`config.mk`:
```
export PLATFORM = sky130hd
export DESIGN_NAME = if_stage_flat
export DESIGN_NICKNAME = d
export VERILOG_FILES = /design/src/rtl/if_stage_if.sv /design/src/rtl/if_stage.sv /design/src/flat_wrapper.sv
export SDC_FILE = /design/constraint.sdc
export NUM_CORES = 1
export LEC_CHECK = 0
export ABC_AREA = 1
export CAP_MARGIN = 20
export CORE_ASPECT_RATIO = 0.6
export CORE_UTILIZATION = 35
export DETAILED_ROUTE_END_ITERATION = 6
export GPL_ROUTABILITY_DRIVEN = 0
export PLACE_DENSITY = 0.69
export SYNTH_ARGS = -nofsm -noshare
export SYNTH_HDL_FRONTEND = slang
export SYNTH_SLANG_ARGS = --single-unit
```
`constraint.sdc`:
```
create_clock -name clk -period 4.7 [get_ports clk]
set_input_delay 0.94 -clock clk [delete_from_list [all_inputs] [get_ports clk]]
set_output_delay 0.94 -clock clk [all_outputs]
set_load 0.005 [all_outputs]
```
`src/rtl/if_stage_if.sv`:
```
// Bus between the instruction-fetch stage and its environment: hazard controls,
// instruction memory port, IF/ID register outputs and performance counters.
interface if_stage_if;
  logic        stall;
  logic        flush;
  logic        redirect;
  logic [31:0] redirect_pc;
  logic [31:0] im_addr;
  logic [31:0] im_data;
  logic [31:0] if_id_instr;
  logic [31:0] if_id_pc4;
  logic        if_id_valid;
  logic        halted;
  logic [31:0] fetch_count;
  logic [31:0] stall_count;

  // The environment (hazard unit, branch resolution, instruction memory) drives the stage.
  modport master (
    output stall, flush, redirect, redirect_pc, im_data,
    input  im_addr, if_id_instr, if_id_pc4, if_id_valid, halted, fetch_count, stall_count
  );

  modport slave (
    input  stall, flush, redirect, redirect_pc, im_data,
    output im_addr, if_id_instr, if_id_pc4, if_id_valid, halted, fetch_count, stall_count
  );
endinterface

```
`src/rtl/if_stage.sv`:
```
// Instruction-fetch stage: PC register, RUN/HALT fetch FSM and the IF/ID register.
// Define IF_STAGE_PERF_CNT_EN to build the fetch and stall performance counters.
module if_stage #(
  parameter logic [31:0] RESET_PC  = 32'h0000_0000,
  parameter logic [31:0] HALT_WORD = 32'hFFFF_FFFF
) (
  input  logic     clk,
  input  logic     reset,
  if_stage_if.slave bus
);

  typedef enum logic {RUN, HALT} state_t;

  state_t      state, state_nxt;
  logic [31:0] pc, pc_nxt;
  logic [31:0] pc_plus4;
  logic [31:0] redirect_tgt;
  logic        is_halt_word;
  logic        squash;
  logic        load_valid;

  assign pc_plus4     = pc + 32'd4;
  assign redirect_tgt = bus.redirect_pc & ~32'h3;
  assign is_halt_word = (bus.im_data == HALT_WORD);
  assign squash       = bus.flush | bus.redirect;

  // State register
  // NOTE: sequential state uses non-blocking assignments so every flop samples
  // pre-edge values regardless of the order blocks are evaluated in.
  always_ff @(posedge clk) begin
    if (reset) state <= RUN;
    else       state <= state_nxt;
  end

  // Next-state logic
  // NOTE: every combinational output gets a default first, so no path can
  // leave it unassigned and infer a latch.
  always_comb begin
    state_nxt = state;
    unique case (state)
      RUN:  if (!bus.redirect && !bus.stall && !bus.flush && is_halt_word) state_nxt = HALT;
      HALT: if (bus.redirect) state_nxt = RUN;
      default: state_nxt = RUN;
    endcase
  end

  // Output logic
  always_comb begin
    bus.im_addr = pc;
    bus.halted  = (state == HALT);
    load_valid  = (state == RUN) && !squash && !bus.stall;
  end

  // Next PC: a redirect wins in either state; otherwise HALT and stalls hold.
  always_comb begin
    pc_nxt = pc;
    if (bus.redirect)                                      pc_nxt = redirect_tgt;
    else if (state == RUN && !bus.stall && !is_halt_word)  pc_nxt = pc_plus4;
  end

  always_ff @(posedge clk) begin
    if (reset) pc <= RESET_PC;
    else       pc <= pc_nxt;
  end

  // IF/ID register: squash beats stall, stall beats load; HALT feeds bubbles.
  always_ff @(posedge clk) begin
    if (reset || squash || (!bus.stall && state == HALT)) begin
      bus.if_id_instr <= 32'h0;
      bus.if_id_pc4   <= 32'h0;
      bus.if_id_valid <= 1'b0;
    end else if (load_valid) begin
      bus.if_id_instr <= bus.im_data;
      bus.if_id_pc4   <= pc_plus4;
      bus.if_id_valid <= 1'b1;
    end
  end

`ifdef IF_STAGE_PERF_CNT_EN
  logic [31:0] fetch_cnt_q, stall_cnt_q;

  always_ff @(posedge clk) begin
    if (reset) begin
      fetch_cnt_q <= 32'h0;
      stall_cnt_q <= 32'h0;
    end else begin
      if (load_valid) fetch_cnt_q <= fetch_cnt_q + 32'd1;
      if (bus.stall)  stall_cnt_q <= stall_cnt_q + 32'd1;
    end
  end

  assign bus.fetch_count = fetch_cnt_q;
  assign bus.stall_count = stall_cnt_q;
`else
  assign bus.fetch_count = 32'h0;
  assign bus.stall_count = 32'h0;
`endif

endmodule

```
`src/flat_wrapper.sv`:
```
// flat-port wrapper written by rule: the top's interface ports become plain ports
module if_stage_flat 
#(
  parameter logic [31:0] RESET_PC  = 32'h0000_0000,
  parameter logic [31:0] HALT_WORD = 32'hFFFF_FFFF
)
  (clk, reset, bus_stall, bus_flush, bus_redirect, bus_redirect_pc, bus_im_data, bus_im_addr, bus_if_id_instr, bus_if_id_pc4, bus_if_id_valid, bus_halted, bus_fetch_count, bus_stall_count);
  if_stage_if bus_i ();
  input  logic clk;
  input  logic reset;
  input wire logic [$bits(bus_i.stall)-1:0] bus_stall;
  input wire logic [$bits(bus_i.flush)-1:0] bus_flush;
  input wire logic [$bits(bus_i.redirect)-1:0] bus_redirect;
  input wire logic [$bits(bus_i.redirect_pc)-1:0] bus_redirect_pc;
  input wire logic [$bits(bus_i.im_data)-1:0] bus_im_data;
  output wire logic [$bits(bus_i.im_addr)-1:0] bus_im_addr;
  output wire logic [$bits(bus_i.if_id_instr)-1:0] bus_if_id_instr;
  output wire logic [$bits(bus_i.if_id_pc4)-1:0] bus_if_id_pc4;
  output wire logic [$bits(bus_i.if_id_valid)-1:0] bus_if_id_valid;
  output wire logic [$bits(bus_i.halted)-1:0] bus_halted;
  output wire logic [$bits(bus_i.fetch_count)-1:0] bus_fetch_count;
  output wire logic [$bits(bus_i.stall_count)-1:0] bus_stall_count;
  assign bus_i.stall = bus_stall;
  assign bus_i.flush = bus_flush;
  assign bus_i.redirect = bus_redirect;
  assign bus_i.redirect_pc = bus_redirect_pc;
  assign bus_i.im_data = bus_im_data;
  assign bus_im_addr = bus_i.im_addr;
  assign bus_if_id_instr = bus_i.if_id_instr;
  assign bus_if_id_pc4 = bus_i.if_id_pc4;
  assign bus_if_id_valid = bus_i.if_id_valid;
  assign bus_halted = bus_i.halted;
  assign bus_fetch_count = bus_i.fetch_count;
  assign bus_stall_count = bus_i.stall_count;
  if_stage #(.RESET_PC(RESET_PC), .HALT_WORD(HALT_WORD)) u_core (.clk(clk), .reset(reset), .bus(bus_i));
endmodule
```
==> flow_summary.toml, run 1 <==
[global_route]
antenna_found_initial = 0
grt_pass1_wl_um = 24680
overflow = 0
grt_max_degree = 43
grt_pass1_vias = 4556
track_usage_pct = 20.14

[sta]
fin_tns_setup_ps = 0
fmax_mhz = 299.7
fin_crit_sh_pct = 70.98
slew_violations = 0
setup-violations-final = 0
worstMarginPinSlew_ps = 828.7
skew_ps = 7.415
maxSlewHeadroom_pct = 44.69
rsz0062_at_grt = "no"
hold_viol = 0
period_minus_slack_ps = 3336

[yosys]
netlist.area_leader.share_pct = 35.72
synth_area_leaders = "dfxtp_1, nand2_1, buf_4"
syn_inst = 785
ys_types = 31
synth-async-reset-ratio_pct = 0
syn-cell-area_um2 = 5268
synth_edf_count = 0
synth_top_cell_by_area = "dfxtp_1"
synth-seq-area-share_pct = 35.72
synth_ff_type = "dfxtp_1"
ys_ff_latch = 94
synth_area_per_cell_um2 = 6.710
yosysWarnings = 0

[setup_path]
rrSetupSlack_ps = 2670
path_delay_family = "buffers and inverters"
path_cells = "clkdlybuf4s50_1 -> inv_1 -> nand3_1 -> a21oi_1 -> nor2_1 -> nor2_1"
worst_path_most_repeated_cell = "nor2_1"
crit_arrival_ps = 3620
critPathCaptureType = "register"
worstSetupPathType = "primary input to register"
critPathLaunchType = "primary input"
crit_fanout = 22
worst-path-buf-inv = 2
cp_data_required_time_ps = 4980
crit_path_max_incr_delay_ps = 810
cpMaxStageDelayCell = "inv_1"

[cts]
hold_buffers = 0
clock_latency_ps = 350
clk_path_buf_depth = 2
clkTransAtPathRegs_ps = 70
clock_sinks = 94
cts_made_buffers = 9
cts_resized = 0
cts_setup_buffers = 0
cts_root_buffer = "clkbuf_16"
cts_tree = "built"
htreeDepth = 3

[detailed_routing]
vias = 5140
drt_first_pass_iters = 5
via_per_inst = 4.545
drc = 0
ant_nets = 0
wl_per_cell_um = 13.88
first_iter_violations = 363
drt_wl_total_um = 15700

[cells_and_area]
syn_to_final_growth_pct = 34.09
finish.utilization_pct = 48.41
layout-drive-gt1-share_pct = 5.895
nNetsFinal = 998
final_common_cell = "nand2_1"
layout_common_cells = "nand2_1, clkdlybuf4s50_1, dfxtp_1, conb_1, nor2_1"
diodes = 0

[floorplan]
start_util_pct = 36.10
rows = 34
num_io_pins = 231
core_area_um2 = 14590
chipWidth_um = 160.4
die_area_um2 = 15560
fp.dieH_um = 97.03

[placement]
io_buffer_count = 160
dp_hpwl_um = 11560

[power_and_ir_drop]
irDropWorstVdd_mv = 0.1906
leakage_uw = 0.002841
power_density_nw_per_um2 = 268.8

[worst_hold_path]
hp-class = "register to register"

[run]
cap_violations = 0

[status]
status = "complete, no violations"
path summary, 6_finish.rpt:
kind,startpoint,endpoint,cells after the start
worst max-delay path,bus_redirect,u_core.bus.im_addr[28],6
worst min-delay path,u_core.bus.if_id_instr[3],u_core.bus.if_id_instr[3],2
worst max register to register,u_core.bus.im_addr[2],u_core.bus.if_id_pc4[20],9
worst min register to register,u_core.bus.if_id_instr[3],u_core.bus.if_id_instr[3],2
synthesized netlist by cell type, types with 2 or more instances:
master	n
nand2_4	2
clkbuf_1	15
inv_1	50
xor2_1	5
a21oi_1	60
dfxtp_1	94
nor2_4	7
nor2_2	7
and2_1	2
xnor2_1	3
nand3_1	53
o211ai_1	22
o21ai_0	12
nor3_1	2
buf_4	77
nand4_1	8
o21bai_1	5
inv_2	7
o21ai_1	5
nand3b_1	7
nand2_1	252
nand2_2	8
nor2_1	66
buf_2	9
flip-flops by register name, summed over array words and instances (netlist names):
register,count
u_core.bus.im_addr,30
u_core.bus.if_id_instr,32
u_core.bus.halted,1
u_core.bus.if_id_valid,1
u_core.bus.if_id_pc4,30
metal layers:
layer / track usage (%) / routed length, um / up-vias
li1: - / - / 2651
met1: 28.69 / 7606 / 2288
met5: 0 / 0 / -
met4: 3.663 / 119 / 0
met2: 28.16 / 6223 / 191
met3: 8.362 / 1753 / 10
final cells by class:
class / count / area, um2
clock buffer: 10 / 229.0
fill: 1514 / 7528
timing repair buffer: 167 / 1654
sequential: 94 / 1882
clock inverter: 6 / 95.09
tap: 198 / 247.7
multi-input combinational: 598 / 2738
inverter: 58 / 217.7
report_power, final:
group          switching, uW  total (uW)  internal (uW)  leakage [uW]
Combinational            128         246            119       0.00193
Clock                    335         807            472      0.000151
Sequential              29.1         845            816      0.000763
Total                    492        1900           1410       0.00284
worst register-to-register path: cells and delay by family (launching register included):
family / cells / cell delay [ps]
xor+xnor: 1 / 270
compound gates: 1 / 130
fa+ha+maj: 1 / 270
buf+inv: 1 / 40
simple gates: 5 / 770
flops: 1 / 450
cell families (layout without fill, tap and decap cells):
family                     count (synthesis)  in the layout  synth area share, %
buffers and inverters                    160            241                17.20
and+or+nand+nor                          416            416                34.16
other                                      1             68              0.07119
xor gates and xnor gates                   8              8                1.330
adders and majority gates                  1              1               0.2375
DFF                                       94             94                35.72
AOI/OAI and AO/OA                        105            105                11.28
per-stage QoR:
step | cell area [um2] | worst slack (ps) | cells | power [uW] | hold slack [ps]
after floorplan | 5519 | 2760 | 852 | 1016 | 456.7
after global placement | 6739 | 1076 | 1115 | 1106 | 447.8
after detailed placement | 6739 | 1051 | 1115 | 1107 | 452.5
after CTS | 7063 | 1372 | 1131 | 1914 | 461.8
after global routing | 7063 | 1072 | 1131 | 1979 | 482.8
final | 7063 | 1364 | 1131 | 1898 | 461.5
Power figures use the tool's default switching activity.
==> run 2: changes to the inputs <==
Settings changed: PLACE_DENSITY 0.69 to 0.71.
Clock period 4.7 ns to 2.8 ns, I/O delays scaled along.
==> run 2 against run 1 <==
  * Clock skew fell by 0.83 ps
  * Hold slack got worse by 1.5 ps
  * Cell count rose by 0.53%
  * Clock-buffer cell count unchanged
  * Flip-flop and latch count stayed put
  * Worst setup slack got worse by 690 ps
  * First-iteration DRC count increased by 1.7%
  * Largest cell class unchanged
  * Highest routed layer unchanged
  * Final area rose by 0.73%
  * Die area did not move
==> flow_summary.toml, run 2 (synthesized netlist as in run 1, its figures left out) <==
[cells_and_area]
layout-drive-gt1-share_pct = 6.603
final_common_cell = "nand2_1"
diodes = 0
finish.utilization_pct = 48.76
regMostFlops = "u_core.bus.if_id_instr"
layout_common_cells = "nand2_1, clkdlybuf4s50_1, dfxtp_1, conb_1, nor2_1"
final_cells = 1137
nNetsFinal = 1004
largest_reg_flops = 32
syn_to_final_growth_pct = 35.06
design_area_um2 = 7114

[sta]
hold_viol = 0
fin_crit_sh_pct = 75.85
maxSlewHeadroom_pct = 59.16
period_minus_slack_ps = 2124
setup-violations-final = 0
rsz0062_at_grt = "no"
skew_ps = 6.586
worstMarginPinSlew_ps = 611.7
fmax_mhz = 470.9
fin_tns_setup_ps = 0
slew_violations = 0

[power_and_ir_drop]
leakage_uw = 0.002884
power_uw = 3215
power_density_nw_per_um2 = 451.9
irDropWorstVdd_mv = 0.2610

[detailed_routing]
first_iter_violations = 369
vias = 5200
wl_per_cell_um = 13.77
drc = 0
drt_first_pass_iters = 5
ant_nets = 0
via_per_inst = 4.573
drt_wl_total_um = 15660

[global_route]
grt_max_degree = 41
track_usage_pct = 20.32
grt_pass1_vias = 4669
overflow = 0
grt_pass1_wl_um = 24830
antenna_found_initial = 0

[floorplan]
core_area_um2 = 14590
fp.dieH_um = 97.03
start_util_pct = 36.10
rows = 34
die_area_um2 = 15560
num_io_pins = 231
chipWidth_um = 160.4

[setup_path]
crit_fanout = 17
worstSetupPathType = "primary input to register"
r2r_start = "u_core.bus.im_addr[2]"
cp_data_required_time_ps = 3010
rrSetupSlack_ps = 800
reg2reg_depth = 9
critPathCaptureType = "register"
crit_arrival_ps = 2340
critPathLaunchType = "primary input"
r2r-end = "u_core.bus.im_addr[20]"

[run]
cap_violations = 0

[placement]
io_buffer_count = 160
dp_hpwl_um = 11850
place_inst = 1121
postPlaceCellArea_um2 = 6784

[cts]
htreeDepth = 3
cts_made_buffers = 9
cts_setup_buffers = 0
clkTransAtPathRegs_ps = 70
hold_buffers = 0
clock_sinks = 94
cts_root_buffer = "clkbuf_16"
cts_resized = 0
clk_path_buf_depth = 2
cts_tree = "built"
clock_latency_ps = 340

[status]
status = "complete, no violations"

[worst_hold_path]
hp-class = "register to register"
hold_path_startpoint = "u_core.bus.if_id_instr[3]"
whs_path_depth = 2
hold_path_end = "u_core.bus.if_id_instr[3]"
run 2: worst max-delay path by stage:
stage                    start                       to  slack, ps
2_1_floorplan        bus_stall  u_core.bus.if_id_pc4[7]       1240
3_3_place_gp   bus_im_data[17]   u_core.bus.im_addr[31]        320
3_5_place_dp   bus_im_data[19]   u_core.bus.im_addr[21]        300
4_1_cts        bus_im_data[19]   u_core.bus.im_addr[21]        670
5_1_grt        bus_im_data[29]    u_core.bus.im_addr[6]        470
6_report       bus_im_data[19]   u_core.bus.im_addr[16]        680
run 2: stage by stage:
step	setup slack [ps]	hold slack, ps
2_1_floorplan	1240	456.7
3_3_place_gp	316.5	448.0
3_5_place_dp	304.0	452.5
4_1_cts	666.0	462.9
5_1_grt	468.2	478.5
6_report	676.2	460.1
run 2: worst max-delay path: stages:
cell and delay [ps]:
clkdlybuf4s50_1 490, nand2_1 50, nor2_1 100, nand2_1 60
nor2_1 220, nand2_1 140, nand2_2 200, nand2_2 280
nand2_1 160, a21oi_1 70
run 2: report_power, final:
part	switching, uW	internal, uW	total (uW)
Sequential	49.7	1370	1420
Clock	561	816	1380
Combinational	214	204	418
Total	825	2390	3210
run 2: final cells by class:
class                           count  area [um2]
Inverter                           58       217.7
Clock inverter                      6       91.34
Multi-Input combinational cell    598        2738
Clock buffer                       10       239.0
Sequential cell                    94        1882
Timing Repair Buffer              173        1699
Tap cell                          198       247.7
Fill cell                        1459        7477
run 2: layer usage:
metal  wire [um]  vias to the layer above  GRT usage, %
met5           0                        -             0
met4         116                        0         3.956
met3        1692                       13         7.804
met2        6223                      189         28.06
met1        7623                     2327         29.49
li1            -                     2671             -
